--- src/rtl/present_iter.sv ---
// Iterative PRESENT block cipher: one round and one key-schedule step per clock, 80- or 128-bit key.
// Defining PRESENT_DECRYPT_EN adds the mode port, the EXPAND state and the inverse datapath.
module present_iter #(
    parameter int KEY_W  = 80,
    parameter int ROUNDS = 31
) (
    input  logic             clk,
    input  logic             rst_n,
    input  logic [KEY_W-1:0] k,
    input  logic [63:0]      m,
`ifdef PRESENT_DECRYPT_EN
    input  logic             mode,
`endif
    input  logic             req,
    output logic [63:0]      c,
    output logic             ack
);

    localparam int          CNT_LSB  = (KEY_W == 128) ? 62 : 15;
    localparam logic [4:0]  LAST_I   = 5'(ROUNDS);
    localparam logic [63:0] SBOX_TAB = 64'h21748FE3DA09B65C;

    generate
        if (KEY_W != 80 && KEY_W != 128) begin : g_bad_key_w
            $error("present_iter: KEY_W must be 80 or 128");
        end
        if (ROUNDS < 1 || ROUNDS > 31) begin : g_bad_rounds
            $error("present_iter: ROUNDS must be in 1..31");
        end
    endgenerate

    function automatic logic [3:0] sbox(input logic [3:0] x);
        return SBOX_TAB[4*x +: 4];
    endfunction

    function automatic logic [63:0] sbox_layer(input logic [63:0] x);
        logic [63:0] r;
        for (int n = 0; n < 16; n++) r[4*n +: 4] = sbox(x[4*n +: 4]);
        return r;
    endfunction

    // Bit j moves to 16*j mod 63; bit 63 is fixed.
    function automatic logic [63:0] p_layer(input logic [63:0] x);
        logic [63:0] r;
        r[63] = x[63];
        for (int j = 0; j < 63; j++) r[(16*j) % 63] = x[j];
        return r;
    endfunction

    function automatic logic [KEY_W-1:0] key_fwd(input logic [KEY_W-1:0] kr, input logic [4:0] rc);
        logic [KEY_W-1:0] r;
        r = {kr[KEY_W-62:0], kr[KEY_W-1:KEY_W-61]};
        r[KEY_W-1 -: 4] = sbox(r[KEY_W-1 -: 4]);
        if (KEY_W == 128) r[KEY_W-5 -: 4] = sbox(r[KEY_W-5 -: 4]);
        r[CNT_LSB +: 5] = r[CNT_LSB +: 5] ^ rc;
        return r;
    endfunction

`ifdef PRESENT_DECRYPT_EN
    localparam logic [63:0] INV_SBOX_TAB = 64'hA970364BD21C8FE5;

    function automatic logic [3:0] inv_sbox(input logic [3:0] x);
        return INV_SBOX_TAB[4*x +: 4];
    endfunction

    function automatic logic [63:0] inv_sbox_layer(input logic [63:0] x);
        logic [63:0] r;
        for (int n = 0; n < 16; n++) r[4*n +: 4] = inv_sbox(x[4*n +: 4]);
        return r;
    endfunction

    function automatic logic [63:0] inv_p_layer(input logic [63:0] x);
        logic [63:0] r;
        r[63] = x[63];
        for (int j = 0; j < 63; j++) r[j] = x[(16*j) % 63];
        return r;
    endfunction

    // Undoes key_fwd step by step in reverse order.
    function automatic logic [KEY_W-1:0] key_inv(input logic [KEY_W-1:0] kr, input logic [4:0] rc);
        logic [KEY_W-1:0] r;
        r = kr;
        r[CNT_LSB +: 5] = r[CNT_LSB +: 5] ^ rc;
        r[KEY_W-1 -: 4] = inv_sbox(r[KEY_W-1 -: 4]);
        if (KEY_W == 128) r[KEY_W-5 -: 4] = inv_sbox(r[KEY_W-5 -: 4]);
        return {r[60:0], r[KEY_W-1:61]};
    endfunction
`endif

    typedef enum logic [2:0] {
        IDLE,
        ROUND,
        DONE,
        WAIT_LO
`ifdef PRESENT_DECRYPT_EN
        , EXPAND
`endif
    } state_t;

    state_t           state, state_nxt;
    logic [63:0]      data_reg;
    logic [KEY_W-1:0] key_reg;
    logic [4:0]       i;
    logic [63:0]      round_key;
    logic             round_last;

    assign round_key = key_reg[KEY_W-1 -: 64];

`ifdef PRESENT_DECRYPT_EN
    logic dec_r;
    assign round_last = dec_r ? (i == 5'd1) : (i == LAST_I);
`else
    assign round_last = (i == LAST_I);
`endif

    always_ff @(posedge clk or negedge rst_n) begin
        if (!rst_n) state <= IDLE;
        else        state <= state_nxt;
    end

    always_comb begin
        state_nxt = state;
        case (state)
            IDLE: begin
                if (req) begin
`ifdef PRESENT_DECRYPT_EN
                    state_nxt = mode ? EXPAND : ROUND;
`else
                    state_nxt = ROUND;
`endif
                end
            end
`ifdef PRESENT_DECRYPT_EN
            EXPAND:  if (i == LAST_I) state_nxt = ROUND;
`endif
            ROUND:   if (round_last) state_nxt = DONE;
            DONE:    state_nxt = WAIT_LO;
            WAIT_LO: if (!req) state_nxt = IDLE;
            default: state_nxt = IDLE;
        endcase
    end

    // Datapath, key register and round counter advance according to the current state.
    always_ff @(posedge clk or negedge rst_n) begin
        if (!rst_n) begin
            data_reg <= '0;
            key_reg  <= '0;
            i        <= '0;
            c        <= '0;
            ack      <= 1'b0;
`ifdef PRESENT_DECRYPT_EN
            dec_r    <= 1'b0;
`endif
        end else begin
            case (state)
                IDLE: begin
                    if (req) begin
                        data_reg <= m;
                        key_reg  <= k;
                        i        <= 5'd1;
`ifdef PRESENT_DECRYPT_EN
                        dec_r    <= mode;
`endif
                    end
                end
`ifdef PRESENT_DECRYPT_EN
                EXPAND: begin
                    key_reg <= key_fwd(key_reg, i);
                    if (i != LAST_I) i <= i + 5'd1;
                end
`endif
                ROUND: begin
`ifdef PRESENT_DECRYPT_EN
                    if (dec_r) begin
                        data_reg <= inv_sbox_layer(inv_p_layer(data_reg ^ round_key));
                        key_reg  <= key_inv(key_reg, i);
                        if (!round_last) i <= i - 5'd1;
                    end else begin
                        data_reg <= p_layer(sbox_layer(data_reg ^ round_key));
                        key_reg  <= key_fwd(key_reg, i);
                        if (!round_last) i <= i + 5'd1;
                    end
`else
                    data_reg <= p_layer(sbox_layer(data_reg ^ round_key));
                    key_reg  <= key_fwd(key_reg, i);
                    if (!round_last) i <= i + 5'd1;
`endif
                end
                DONE: begin
                    c   <= data_reg ^ round_key;
                    ack <= 1'b1;
                end
                WAIT_LO: begin
                    if (!req) ack <= 1'b0;
                end
                default: ;
            endcase
        end
    end

endmodule

--- config.mk ---
export PLATFORM = sky130hd
export DESIGN_NAME = present_iter
export DESIGN_NICKNAME = d
export VERILOG_FILES = /design/src/rtl/present_iter.sv
export SDC_FILE = /design/constraint.sdc
export NUM_CORES = 1
export LEC_CHECK = 0
export CAP_MARGIN = 0
export CORE_UTILIZATION = 49
export DETAILED_ROUTE_END_ITERATION = 10
export GPL_ROUTABILITY_DRIVEN = 1
export PLACE_DENSITY = 0.77
export SLEW_MARGIN = 25
export SYNTH_ARGS = -nofsm -noshare
export SYNTH_HDL_FRONTEND = slang
export SYNTH_SLANG_ARGS = --single-unit
--- constraint.sdc ---
create_clock -name clk -period 1.95 [get_ports clk]
set_input_delay 0.2925 -clock clk [delete_from_list [all_inputs] [get_ports clk]]
set_output_delay 0.2925 -clock clk [all_outputs]
set_load 0.05 [all_outputs]
==> run metrics, run 1 <==
per-cell routed wire length 21.9 um; row count 58; top cells by count, synth dfrtp_1, nor2_1, a21oi_1; critical path class register to register; count leader, synth dfrtp_1; Post-synth EDFFs 0; Die Footprint 0.0265 mm^2; largest net degree at the start of global routing 85; critical-path cell list inv_2 -> ha_4 -> mux2_4 -> buf_16 -> and3_1 -> a21oi_2 -> o21ai_1; RD Place Congestion 0.993; crit path time final 1.92 ns; initial antenna violation count 0; setup_tns 0 ns; area of the multi-input gates 0.00688 mm^2; worst-path maximum fanout 27; post-synthesis register bit count 216; Hold WC Path Type input port to asynchronous set/reset pin; diode count 0; Vias 12000; maxcap violations 0; status finished, final reports clean; layout cell share with drive strength beyond 1 20.3%; synthesized area per cell 9.60 um^2; Boundary Pins 212; Starting Density 50.2%; critical path's slowest cell dfrtp_1; crit-path max cell delay 0.42 ns; Synth warnings 0; crit path launch state[0]; Util after Layout 69.0%; drt pass-1 iters 7; worst slew pin tran 0.559 ns; startpoint types register; FF+latch area 0.00541 mm^2; H-tree levels 1; top_reg_cell synth dfrtp_1; synthesized net count 1526; sequential area share after synthesis 42.6%; Antenna Nets Post-Route 0; relative slew slack 62.9%; via/cell ratio 5.97; max reg flops 80; largest cells by area after synthesis dfrtp_1, a21oi_1, nor2_1; Final setup viols 0; area leader, netlist dfrtp_1; CP Capture Type register; Clock Latency Late Sink 0.54 ns; PortBufs 211; Cell Area, Synth 0.0127 mm^2; Mapped Cells 1320; Area Overhead vs Synth 37.5%; clk root buf clkbuf_16; Post-Place Setup Slack -0.193 ns; CTS Buffer Depth 3; Core Region 0.0253 mm^2; DRC 0; fin crit share 98.7%; Fillers 1906; first-pass GRT wire length 65.9 mm; RSZ-0062 raised after global routing yes; Worst Skew 0.0216 ns; Die Span Y 163 um; fraction of registers with async set/reset 100%; synth unique cells 48; clock transition at the registers of the reported paths 0.06 ns; final hold vios 0; Final nets 1862; worst r2r src state[0]; Fmax 520 MHz; share of the synthesized area in the top cell type 42.6%; HPWL after detailed placement 32.2 mm; clock buffer count from CTS 26; vias in the first global route 11500; DRT iter0 DRCs 1212; Critical Path AT 2.34 ns; final worst slack 0.0262 ns; CP required 2.37 ns; CTS tree yes; Die Width 163 um; max-slew violation count 0; final WL 43.9 mm; CTS sink count 216; Total GRT Usage 32.9%; grt total ovfl 0
==> worst max-delay path: cells and delay by family, from the launching register on <==
kind	cells	cell delay, ns
AOI/OAI and AO/OA	2	0.25
adders and majority gates	1	0.18
buffers and inverters	2	0.30
DFF	1	0.42
muxes	1	0.39
and+or+nand+nor	1	0.25
==> routing by layer <==
layer	vias to the layer above	wire, um	part of all wire [%]	track usage (%)
met3	124	4170	9.5	6.42
met1	5837	17200	39	43.7
li1	5362	-	-	-
met4	0	2390	5.4	16.9
met5	-	0	0	0
met2	641	20100	46	51.3
==> final timing paths <==
kind                           endpoint  slack [ns]  depth (start not counted)
min reg2reg                       c[46]        0.50                          1
max                        data_reg[28]        0.03                          7
min in group clk            key_reg[64]        0.37                          3
max reg2reg                data_reg[28]        0.03                          7
max in group asynchronous          c[9]        1.19                          3
min                               c[62]        0.33                          3
==> placed cells by master, fill, tap and decap left out, types with 37 or more instances in the layout <==
| cell type | n |
|---|---|
| clkdlybuf4s50_1 | 145 |
| a21oi_1 | 157 |
| dlygate4sd2_1 | 64 |
| o22ai_1 | 110 |
| ha_1 | 53 |
| mux2i_1 | 37 |
| dfrtp_1 | 214 |
| nor2_1 | 200 |
| buf_4 | 159 |
| inv_1 | 77 |
==> layout make-up <==
| cell class | count | area share [%] |
|---|---|---|
| Tap cell | 330 | 2.37 |
| Clock inverter | 4 | 0.258 |
| Sequential cell | 216 | 31.0 |
| Inverter | 84 | 1.81 |
| Clock buffer | 41 | 4.75 |
| Multi-Input combinational cell | 942 | 39.4 |
| Timing Repair Buffer | 386 | 20.4 |
==> per-stage QoR <==
stage	area, um^2	hold slack (ns)	instances
after floorplan	12700	-0.00309	1320
after global placement	16300	0.320	1945
after detailed placement	16300	0.320	1945
after CTS	17200	0.355	1994
after global routing	17400	0.376	2003
final	17400	0.327	2003
==> logic make-up (layout without fill, tap and decap cells) <==
| kind of cell | after synthesis | in the layout | synth area share (%) |
|---|---|---|---|
| buf+inv | 162 | 515 | 5.09 |
| flops | 216 | 216 | 42.6 |
| xor+xnor | 80 | 80 | 7.10 |
| simple gates | 323 | 323 | 11.0 |
| fa+ha+maj | 59 | 59 | 5.82 |
| compound gates | 388 | 388 | 18.0 |
| mux | 92 | 92 | 10.3 |
==> what timing repair did <==
| item | CTS | global route |
|---|---|---|
| cloned | 1 | 1 |
| hold buffers | 1 | 0 |
| hold endpoints to repair | 216 | 0 |
| buffers inserted | 2 | 9 |
| pin swaps | 0 | 8 |
| gates resized for setup | 74 | 35 |
| endpoints found under the setup margin | 86 | 76 |
Power of run 1 is left out: the tool's default activity adds up to more than one toggle a clock period on the data nets, which glitch-free logic cannot reach.
==> inputs of run 2 (changes only) <==
- CTS_CLUSTER_DIAMETER: default -> 50
- GPL_ROUTABILITY_DRIVEN: 1 -> 0
- MAX_ROUTING_LAYER: default -> met4
==> run metrics, run 2 (synthesis gave the netlist of run 1 again) <==
via/cell ratio 6.08 (+1.8%); Area Overhead vs Synth 39.4%; Worst R2R End data_reg[39]; worst slew pin tran 0.518 ns (-0.0405 ns); critical path's slowest cell mux4_2; setup_tns -0.0620 ns (-0.0620 ns); critical-path cell list xnor2_2 -> inv_2 -> ha_1 -> mux4_2 -> nand2_2 -> o311ai_0; final worst slack -0.0620 ns (-0.0883 ns); crit-path max cell delay 0.50 ns (+0.08 ns); Fmax 497 MHz (-4.4%); top routing layer in use met4; Starting Density 50.2% (unchanged); critical path class register to register; CP Capture Type register; max reg flops 80 (unchanged); Worst Skew 0.0141 ns (-0.00743 ns); Vias 12200 (+2.1%); Die Width 163 um (unchanged); worst-path maximum fanout 3 (-89%); row count 58 (unchanged); final WL 45.3 mm (+3.2%); maxcap violations 0 (unchanged); vias in the first global route 11900 (+3.4%); Core Region 0.0253 mm^2 (unchanged); per-cell routed wire length 22.5 um (+2.9%); CTS tree yes; DRT iter0 DRCs 1507 (+24%); Clock Latency Late Sink 0.57 ns (+0.03 ns); met2 WL 20.7 mm (+2.9%); max-slew violation count 0 (unchanged); RSZ-0062 raised after global routing yes; Critical Path AT 2.41 ns (+0.07 ns); Final setup viols 1 (+1); Die Span Y 163 um (unchanged); Die Footprint 0.0265 mm^2 (unchanged); HPWL after detailed placement 32.2 mm (+0.25%); r2r worst-path depth 6 (-1); largest net degree at the start of global routing 60 (-29%); fin crit share 103% (+4.5 points); status complete, but fails checks; CP required 2.35 ns (-0.02 ns); Finished Layout Cells 2009 (+0.30%); layout cell share with drive strength beyond 1 20.7% (+0.42 points); Post-Place Setup Slack -0.169 ns (+0.0237 ns); startpoint types register; met3 WL 4.74 mm (+14%); crit path time final 2.01 ns (+0.0883 ns); CTS sink count 216 (unchanged); grt total ovfl 0 (unchanged); initial antenna violation count 1 (+1); clk root buf clkbuf_16; relative slew slack 65.6% (+2.7 points); Antenna Nets Post-Route 0 (unchanged); PortBufs 211 (unchanged); final hold vios 0 (unchanged); commonest non-fill, non-tap cell in the layout dfrtp_1; H-tree levels 1 (unchanged); Boundary Pins 212 (unchanged); DRC 0 (unchanged); clock buffer count from CTS 30 (+15%); placed insts 1939 (-0.31%); setup slack, reg-to-reg -0.06 ns (-0.09 ns); first-pass GRT wire length 67.1 mm (+1.7%); failing checks negative setup slack; met1 wire length 17.2 mm (+0.23%); drt pass-1 iters 5 (-2); clock transition at the registers of the reported paths 0.06 ns (about the same); CTS Buffer Depth 3 (unchanged); worst r2r src key_reg[45]; Total GRT Usage 34.5% (+1.5 points); Hold WC Path Type input port to asynchronous set/reset pin; Final nets 1860 (-0.11%); most frequent cells in the layout dfrtp_1, nor2_1, a21oi_1
==> run 2: repair_timing <==
item / 4_1_cts / 5_1_grt
pin swaps: 2 / 7
setup buffers: 0 / 9
cloned: 0 / 4
hold buffers: 1 / 0
endpoints found under the hold margin: 50 / 0
gates resized for setup: 69 / 43
setup endpoints to repair: 86 / 99
==> run 2: worst max path at each step <==
stage	startpoint	to	slack, ns	depth (start not counted)
after floorplan	key_reg[16]	data_reg[32]	0.04	6
after global placement	state[0]	data_reg[53]	-0.23	7
after detailed placement	state[0]	data_reg[53]	-0.17	7
after CTS	state[0]	data_reg[53]	-0.01	7
after global routing	key_reg[45]	data_reg[39]	-0.11	6
final	key_reg[45]	data_reg[39]	-0.06	6
==> run 2: final cells by class <==
type	count	area, um^2
clock inverter	18	219
inverter	84	315
sequential	216	5410
clock buffer	38	832
fill	1845	7580
tap	330	413
multi-input combinational	942	6900
antenna	1	2.50
timing repair buffer	380	3590
==> run 2: worst max-delay path, delay by kind of cell (launching register included) <==
kind                       cells  cell delay [ns]
muxes                          1             0.50
xor gates and xnor gates       1             0.21
AOI/OAI and AO/OA              1             0.18
buffers and inverters          1             0.08
DFF                            1             0.45
adders and majority gates      1             0.30
and+or+nand+nor                1             0.13
==> run 2: metrics by stage <==
stage                     util [%]  hold slack, ns  cell area (um^2)
after global routing          70.0           0.282             17700
after CTS                     68.5           0.270             17300
after floorplan                  -        -0.00309             12700
final                         70.0           0.240             17700
after global placement        64.5           0.242             16300
after detailed placement      64.5           0.251             16300
==> run 2: per-layer routing <==
metal  vias up  global-route usage (%)
li1       5378                       -
met1      5907                    43.5
met2       791                    52.5
met3       144                    6.09
met4         0                    19.5
met5         -                       -
Power of run 2 is left out for the same reason.
